**src/rtl/rob_dur_pkg.sv**
```systemverilog
// Shared definitions for the ROB duration scheduler.
// Holds the datapath widths, the scheduler FSM state enum and the per-class
// report payload. The payload carries a per-window maximum only when
// ROB_DUR_SCHED_MAX_EN is defined.
package rob_dur_pkg;

    localparam int unsigned DURATION_WIDTH = 10;
    localparam int unsigned SUM_WIDTH      = 18;
    localparam int unsigned CNT_WIDTH      = 9;
    localparam int unsigned CTR_WIDTH      = 8;
    localparam int unsigned PRESC_WIDTH    = 14;
    localparam int unsigned TS_WIDTH       = 10;
    localparam int unsigned DROP_WIDTH     = 4;

    typedef enum logic [1:0] {
        ST_IDLE   = 2'd0,
        ST_RUN    = 2'd1,
        ST_REPORT = 2'd2
    } rob_state_e;

    typedef struct packed {
        logic [SUM_WIDTH-1:0]      sum;
        logic [CNT_WIDTH-1:0]      cnt;
`ifdef ROB_DUR_SCHED_MAX_EN
        logic [DURATION_WIDTH-1:0] max_dur;
`endif
    } rob_rpt_t;

endpackage

```
**src/rtl/rob_dur_acc.sv**
```systemverilog
// One duration class: accumulates durations and counts samples for a window,
// with an optional running maximum (ROB_DUR_SCHED_MAX_EN).
// Ports:
//   clk, reset   - clock, async active-low reset
//   clr_i        - clear sum/count(/max); wins over add_i
//   add_i        - accept dur_i into the window
//   dur_i        - duration sample
//   rpt_o        - registered sum/count(/max) payload
module rob_dur_acc
    import rob_dur_pkg::*;
(
    input  logic                      clk,
    input  logic                      reset,
    input  logic                      clr_i,
    input  logic                      add_i,
    input  logic [DURATION_WIDTH-1:0] dur_i,
    output rob_rpt_t                  rpt_o
);

    logic [SUM_WIDTH-1:0] sum_q, sum_d;
    logic [CNT_WIDTH-1:0] cnt_q, cnt_d;

    // Sum cannot overflow: 1023 * 256 fits in 18 bits.
    always_comb begin
        sum_d = sum_q;
        cnt_d = cnt_q;
        if (clr_i) begin
            sum_d = '0;
            cnt_d = '0;
        end else if (add_i) begin
            sum_d = sum_q + SUM_WIDTH'(dur_i);
            cnt_d = cnt_q + CNT_WIDTH'(1);
        end
    end

    always_ff @(posedge clk or negedge reset) begin
        if (!reset) begin
            sum_q <= '0;
            cnt_q <= '0;
        end else begin
            sum_q <= sum_d;
            cnt_q <= cnt_d;
        end
    end

    assign rpt_o.sum = sum_q;
    assign rpt_o.cnt = cnt_q;

`ifdef ROB_DUR_SCHED_MAX_EN
    logic [DURATION_WIDTH-1:0] max_q, max_d;

    always_comb begin
        max_d = max_q;
        if (clr_i) begin
            max_d = '0;
        end else if (add_i && (dur_i > max_q)) begin
            max_d = dur_i;
        end
    end

    always_ff @(posedge clk or negedge reset) begin
        if (!reset) begin
            max_q <= '0;
        end else begin
            max_q <= max_d;
        end
    end

    assign rpt_o.max_dur = max_q;
`endif

endmodule

```
**src/rtl/rob_dur_sched.sv**
```systemverilog
// ROB duration scheduler: arms dispatch/writeback duration monitors through
// two phase counters, accumulates their results over a window of
// 2^WIN_LOG2 dispatch samples and hands the window out as a valid/ready report.
// Ports:
//   clk, reset                  - clock, async active-low reset
//   enable                      - run sampling
//   counter_in / counter_wb     - dispatch / writeback arm phase (0 arms)
//   timestamp                   - prescaled duration timebase
//   dur_* / upd_*               - monitor results and their write pulses
//   rpt_valid / rpt_ready       - report handshake
//   rpt_sum_* / rpt_cnt_*       - window sums and sample counts
//   rpt_drop                    - results dropped since previous report
//   rpt_max_*                   - per-window maxima (only with ROB_DUR_SCHED_MAX_EN)
module rob_dur_sched
    import rob_dur_pkg::*;
#(
    parameter int unsigned WIN_LOG2  = 4,
    parameter logic [7:0]  WB_OFFSET = 8'd128
) (
    input  logic                      clk,
    input  logic                      reset,
    input  logic                      enable,
    output logic [CTR_WIDTH-1:0]      counter_in,
    output logic [CTR_WIDTH-1:0]      counter_wb,
    output logic [TS_WIDTH-1:0]       timestamp,
    input  logic [DURATION_WIDTH-1:0] dur_dp,
    input  logic [DURATION_WIDTH-1:0] dur_fast,
    input  logic [DURATION_WIDTH-1:0] dur_slow,
    input  logic                      upd_dp,
    input  logic                      upd_fast,
    input  logic                      upd_slow,
    output logic                      rpt_valid,
    input  logic                      rpt_ready,
    output logic [SUM_WIDTH-1:0]      rpt_sum_dp,
    output logic [SUM_WIDTH-1:0]      rpt_sum_fast,
    output logic [SUM_WIDTH-1:0]      rpt_sum_slow,
    output logic [CNT_WIDTH-1:0]      rpt_cnt_dp,
    output logic [CNT_WIDTH-1:0]      rpt_cnt_fast,
    output logic [CNT_WIDTH-1:0]      rpt_cnt_slow,
`ifdef ROB_DUR_SCHED_MAX_EN
    output logic [DURATION_WIDTH-1:0] rpt_max_dp,
    output logic [DURATION_WIDTH-1:0] rpt_max_fast,
    output logic [DURATION_WIDTH-1:0] rpt_max_slow,
`endif
    output logic [DROP_WIDTH-1:0]     rpt_drop
);

    localparam int unsigned          WIN_SAMPLES = 1 << WIN_LOG2;
    localparam logic [CNT_WIDTH-1:0] WIN_LAST    = CNT_WIDTH'(WIN_SAMPLES - 1);
    localparam logic [CTR_WIDTH-1:0] CTR_PARK    = CTR_WIDTH'(1);
    localparam logic [CTR_WIDTH-1:0] CTR_START   = CTR_WIDTH'(255);
    localparam int unsigned          DROP_SUM_W  = DROP_WIDTH + 1;

    rob_state_e             state_q, state_d;
    logic [PRESC_WIDTH-1:0] presc_q;
    logic [CTR_WIDTH-1:0]   ctr_in_q, ctr_in_d;
    logic [CTR_WIDTH-1:0]   ctr_wb_q, ctr_wb_d;
    logic [DROP_WIDTH-1:0]  drop_q, drop_d;
    logic [DROP_WIDTH-1:0]  rpt_drop_q, rpt_drop_d;
    logic                   rpt_valid_q, rpt_valid_d;
    logic                   handshake_c, win_done_c;
    logic                   acc_add_c, acc_clr_c;
    logic [DROP_SUM_W-1:0]  drop_sum_c;
    logic [DROP_WIDTH-1:0]  drop_sat_c;
    rob_rpt_t               acc_dp, acc_fast, acc_slow;

    assign handshake_c = (state_q == ST_REPORT) && rpt_ready;
    assign win_done_c  = upd_dp && (acc_dp.cnt == WIN_LAST);

    // Every pulse seen outside RUN is a drop; at most three per cycle.
    assign drop_sum_c = {1'b0, drop_q} + DROP_SUM_W'(upd_dp)
                      + DROP_SUM_W'(upd_fast) + DROP_SUM_W'(upd_slow);
    assign drop_sat_c = drop_sum_c[DROP_WIDTH] ? '1 : drop_sum_c[DROP_WIDTH-1:0];

    // State register
    always_ff @(posedge clk or negedge reset) begin
        if (!reset) begin
            state_q <= ST_IDLE;
        end else begin
            state_q <= state_d;
        end
    end

    // Next-state logic; enable loss in RUN wins over window completion
    always_comb begin
        state_d = state_q;
        unique case (state_q)
            ST_IDLE:   if (enable) state_d = ST_RUN;
            ST_RUN: begin
                if (!enable) begin
                    state_d = ST_IDLE;
                end else if (win_done_c) begin
                    state_d = ST_REPORT;
                end
            end
            ST_REPORT: if (rpt_ready) state_d = enable ? ST_RUN : ST_IDLE;
            default:   state_d = ST_IDLE;
        endcase
    end

    // Output/next-value logic. The live drop counter restarts when a report is
    // captured, so drops arriving while a report waits land in the next one.
    always_comb begin
        ctr_in_d    = CTR_PARK;
        ctr_wb_d    = CTR_PARK;
        drop_d      = drop_q;
        rpt_drop_d  = rpt_drop_q;
        rpt_valid_d = (state_d == ST_REPORT);
        acc_add_c   = (state_q == ST_RUN) && enable;
        acc_clr_c   = ((state_q == ST_RUN) && !enable) || handshake_c;
        if (state_d == ST_RUN) begin
            ctr_in_d = (state_q == ST_RUN) ? ctr_in_q - CTR_WIDTH'(1) : CTR_START;
            ctr_wb_d = ctr_in_d + WB_OFFSET;
        end
        if (state_q != ST_RUN) begin
            drop_d = drop_sat_c;
        end
        if ((state_q == ST_RUN) && (state_d == ST_REPORT)) begin
            rpt_drop_d = drop_q;
            drop_d     = '0;
        end
        if (handshake_c) begin
            rpt_drop_d = '0;
        end
    end

    // Datapath registers; the prescaler runs in every state
    always_ff @(posedge clk or negedge reset) begin
        if (!reset) begin
            presc_q     <= '0;
            ctr_in_q    <= CTR_PARK;
            ctr_wb_q    <= CTR_PARK;
            drop_q      <= '0;
            rpt_drop_q  <= '0;
            rpt_valid_q <= 1'b0;
        end else begin
            presc_q     <= presc_q + PRESC_WIDTH'(1);
            ctr_in_q    <= ctr_in_d;
            ctr_wb_q    <= ctr_wb_d;
            drop_q      <= drop_d;
            rpt_drop_q  <= rpt_drop_d;
            rpt_valid_q <= rpt_valid_d;
        end
    end

    rob_dur_acc u_acc_dp (
        .clk   (clk),
        .reset (reset),
        .clr_i (acc_clr_c),
        .add_i (acc_add_c && upd_dp),
        .dur_i (dur_dp),
        .rpt_o (acc_dp)
    );

    rob_dur_acc u_acc_fast (
        .clk   (clk),
        .reset (reset),
        .clr_i (acc_clr_c),
        .add_i (acc_add_c && upd_fast),
        .dur_i (dur_fast),
        .rpt_o (acc_fast)
    );

    rob_dur_acc u_acc_slow (
        .clk   (clk),
        .reset (reset),
        .clr_i (acc_clr_c),
        .add_i (acc_add_c && upd_slow),
        .dur_i (dur_slow),
        .rpt_o (acc_slow)
    );

    assign counter_in   = ctr_in_q;
    assign counter_wb   = ctr_wb_q;
    assign timestamp    = presc_q[PRESC_WIDTH-1:PRESC_WIDTH-TS_WIDTH];
    assign rpt_valid    = rpt_valid_q;
    assign rpt_drop     = rpt_drop_q;
    assign rpt_sum_dp   = acc_dp.sum;
    assign rpt_sum_fast = acc_fast.sum;
    assign rpt_sum_slow = acc_slow.sum;
    assign rpt_cnt_dp   = acc_dp.cnt;
    assign rpt_cnt_fast = acc_fast.cnt;
    assign rpt_cnt_slow = acc_slow.cnt;
`ifdef ROB_DUR_SCHED_MAX_EN
    assign rpt_max_dp   = acc_dp.max_dur;
    assign rpt_max_fast = acc_fast.max_dur;
    assign rpt_max_slow = acc_slow.max_dur;
`endif

endmodule

```
**config.mk**
```make
export PLATFORM = sky130hd
export DESIGN_NAME = rob_dur_sched
export DESIGN_NICKNAME = d
export VERILOG_FILES = /design/src/rtl/rob_dur_pkg.sv /design/src/rtl/rob_dur_acc.sv /design/src/rtl/rob_dur_sched.sv
export SDC_FILE = /design/constraint.sdc
export NUM_CORES = 1
export LEC_CHECK = 0
export ABC_CLOCK_PERIOD_IN_PS = 3570
export CAP_MARGIN = 20
export CORE_MARGIN = 2
export CORE_UTILIZATION = 52
export CTS_CLUSTER_DIAMETER = 150
export DETAILED_ROUTE_END_ITERATION = 7
export PLACE_DENSITY = 0.81
export SLEW_MARGIN = 15
export SYNTH_ARGS = -nofsm -noshare
export SYNTH_HDL_FRONTEND = slang
export SYNTH_HIERARCHICAL = 1
export SYNTH_SLANG_ARGS = --single-unit
```
**constraint.sdc**
```tcl
create_clock -name clk -period 3.57 [get_ports clk]
set_input_delay 0.5355 -clock clk [delete_from_list [all_inputs] [get_ports clk]]
set_output_delay 0.5355 -clock clk [all_outputs]
set_load 0.05 [all_outputs]
```
==> results_dict.tcl <==
set metrics [dict create \
    n_antenna_cell 0 \
    vias 6029 \
    synth_cell_types 53 \
    final_nets 928 \
    wire_per_inst_um 16.6 \
    slew_headroom 0.458 \
    grt_pass1_vias 6063 \
    port_buffers 148 \
    io_pins 149 \
    clk_latency_ps 410 \
    dieHeight_um 118 \
    cts-root-to-sink-buffers 2 \
    coreArea_sq_mm 0.0127 \
    setup_viol 0 \
    total_leakage_power_nw 3.99 \
    async_flop_share 1.00 \
    synth_nets 789 \
    startpoint_type "flip-flop" \
    skew_ps 7.77 \
    vdd_drop_max_mv 0.253 \
    hold_buffers 0 \
    cts_root_buffer "clkbuf_16" \
    syn-cell-area_sq_mm 0.00681 \
    worstPathMaxFanout 25 \
    synth_edf_count 0 \
    die_w_um 118 \
    drive_gt1_frac 0.0767 \
    fin_ws_ps 830 \
    placed_cells_incl_taps 1002 \
    yosys_warnings 6 \
    dp_hpwl_mm 11.9 \
    seq_area_frac_synth 0.423 \
    worst-slew-pin-transition_ps 813 \
    htreeDepth 4 \
    finalNonFillerCells 1033 \
    cts_tree "yes" \
    grt_antenna_before_repair 0 \
    arrival_ps 3080 \
    cts_resized 0 \
    numCtsBuffers 17 \
    slew_violations 0 \
    synth_area_per_cell_sq_um 9.60 \
    dr.pass1.iters 7 \
    hold_viol 0 \
    fmax_mhz 365 \
    rsz0062_at_grt "false" \
    drc 0 \
    grtUsageTotal 0.250 \
    die_area_sq_mm 0.0140 \
    syn_to_final_growth_pct 32.8 \
    worst_setup_path_end_kind "flip-flop" \
    worstSetupPathType "reg2reg" \
    drt_first_iter_violations 544 \
    grt_pass1_wl_mm 28.7 \
    ant_nets 0 \
    rows 41 \
    ys.flop_type "dfrtp_1" \
    cts_setup_buffers 0 \
    finalSetupTns_ps 0 \
    hp-class "in2async" \
    place_ws_ps 519 \
    min_period_ps 2740 \
    powerDensity_mw_per_mm2 515 \
    routed_wirelength_mm 17.1 \
    period_share 0.768 \
    synthCells 710 \
    initial_core_util 0.536 \
    cts_sinks 115 \
    status "finished clean" \
    cp.required_ps 3910 \
    synth_seq_cells 115 \
    overflow 0 \
    clk_pin_slew_ps 60 \
    grt_max_degree 63 \
    max_cap_viol_count 0 \
    gp_congestion 0.898 \
    vias_per_cell 5.84 \
]
stage by stage:
step | power [mW] | util | instance area, sq um | hold slack, ps
final | 4.66 | 0.712 | 9050 | 189
after global routing | 4.84 | 0.712 | 9050 | 275
after CTS | 4.67 | 0.712 | 9050 | 230
after detailed placement | 2.73 | 0.659 | 8390 | 471
after global placement | 2.69 | 0.659 | 8390 | 465
after floorplan | 2.36 | - | 6810 | 240
Yosys cell counts (5+ instances only):
library cell  instances  area (sq um)
o22ai_1               5          31.3
nor2_1               62           233
o21ai_0              43           215
a21oi_1              49           245
nor3_1                5          25.0
or4_1                 6          45.0
xor2_1               21           184
or3_1                28           175
clkbuf_1             10          37.5
mux2i_1              25           250
fa_1                  5           100
and3_1                8          50.1
buf_4                17           128
and4_1                5          43.8
nand3_1              31           155
ha_1                 37           463
nand3b_1              6          45.0
buf_2                 7          35.0
a21o_1               12          90.1
dfrtp_1             114          2850
nand4_1              16           100
nor2b_1              19           119
a21oi_2               6          52.6
inv_1                22          82.6
nand2_1              53           199
xnor2_1              27           236
nand2b_1              5          31.3
registers in the layout (all words and copies together) (netlist names), 2 cells and up:
| signal | count |
|---|---|
| u_acc_slow/cnt_q | 9 |
| state_q | 2 |
| rpt_drop | 4 |
| counter_wb | 8 |
| u_acc_dp/sum_q | 18 |
| u_acc_dp/cnt_q | 9 |
| u_acc_fast/cnt_q | 9 |
| u_acc_fast/sum_q | 18 |
| u_acc_slow/sum_q | 18 |
| presc_q | 14 |
| drop_q | 4 |
metal layers:
| metal | up-vias | global-route usage | wire (um) |
|---|---|---|---|
| met5 | - | 0 | 0 |
| met4 | 0 | 0.0945 | 369 |
| met3 | 49 | 0.0507 | 991 |
| met2 | 263 | 0.418 | 8420 |
| met1 | 2914 | 0.319 | 7330 |
| li1 | 2803 | - | - |
cell type report:
| type | count | area (sq um) |
|---|---|---|
| clock inverter | 10 | 204 |
| multi-input combinational | 536 | 3650 |
| inverter | 22 | 82.6 |
| clock buffer | 21 | 460 |
| fill | 996 | 3670 |
| tap | 172 | 215 |
| timing repair buffer | 157 | 1560 |
| sequential | 115 | 2880 |
layout by cell type, fill, tap and decap left out, types with 5 or more instances in the layout:
cell type / n
and3_1: 8
and4_1: 5
inv_1: 22
nor3_1: 5
clkbuf_16: 17
o22ai_1: 5
mux2i_1: 25
nand2b_1: 5
a21oi_2: 6
xnor2_1: 27
nand2_1: 53
xor2_1: 21
nor2_1: 62
fa_1: 5
a21o_1: 12
nand3_1: 31
or3_1: 28
buf_4: 9
bufinv_16: 6
o21ai_0: 42
or4_1: 6
ha_1: 37
clkdlybuf4s50_1: 147
dfrtp_1: 114
nand3b_1: 6
a21oi_1: 49
nor2b_1: 19
nand4_1: 16
where the power goes:
part	total (mW)	internal, mW	switching [mW]
clock network	1.94	1.34	0.597
registers	1.50	1.40	0.101
logic	1.22	0.472	0.750
worst paths after layout:
| kind | startpoint | slack (ps) | end | cells after the start |
|---|---|---|---|---|
| setup / recovery | state_q[1]$_DFF_PN0_ | 830 | u_acc_fast/cnt_q[5]$_DFFE_PN0P_ | 6 |
| hold / removal | reset | 190 | presc_q[8]$_DFF_PN0_ | 1 |
| setup reg to reg | state_q[1]$_DFF_PN0_ | 830 | u_acc_fast/cnt_q[5]$_DFFE_PN0P_ | 6 |
| hold reg to reg | presc_q[13]$_DFF_PN0_ | 480 | presc_q[13]$_DFF_PN0_ | 1 |
| max in group asynchronous | reset | 2570 | u_acc_slow/sum_q[6]$_DFFE_PN0P_ | 2 |
| min in group clk | presc_q[13]$_DFF_PN0_ | 480 | presc_q[13]$_DFF_PN0_ | 1 |
worst max-delay path: stages, from the launching register on:
cell and delay (ps):
dfrtp_1 450, nand2b_1 330, o21ai_4 610, buf_4 400, o2111ai_1 290, or3_1 420
a21oi_1 160
kinds of logic (layout without fill, tap and decap cells):
kind of cell               count (synthesis)  after routing  synth area share
AOI/OAI and AO/OA                        152            152             0.140
xor gates and xnor gates                  48             48            0.0617
adders and majority gates                 42             42            0.0826
buffers and inverters                     59            210            0.0432
DFF                                      115            115             0.423
muxes                                     28             28            0.0417
and+or+nand+nor                          266            266             0.208
Note: power is estimated with default switching activity, not from simulation.
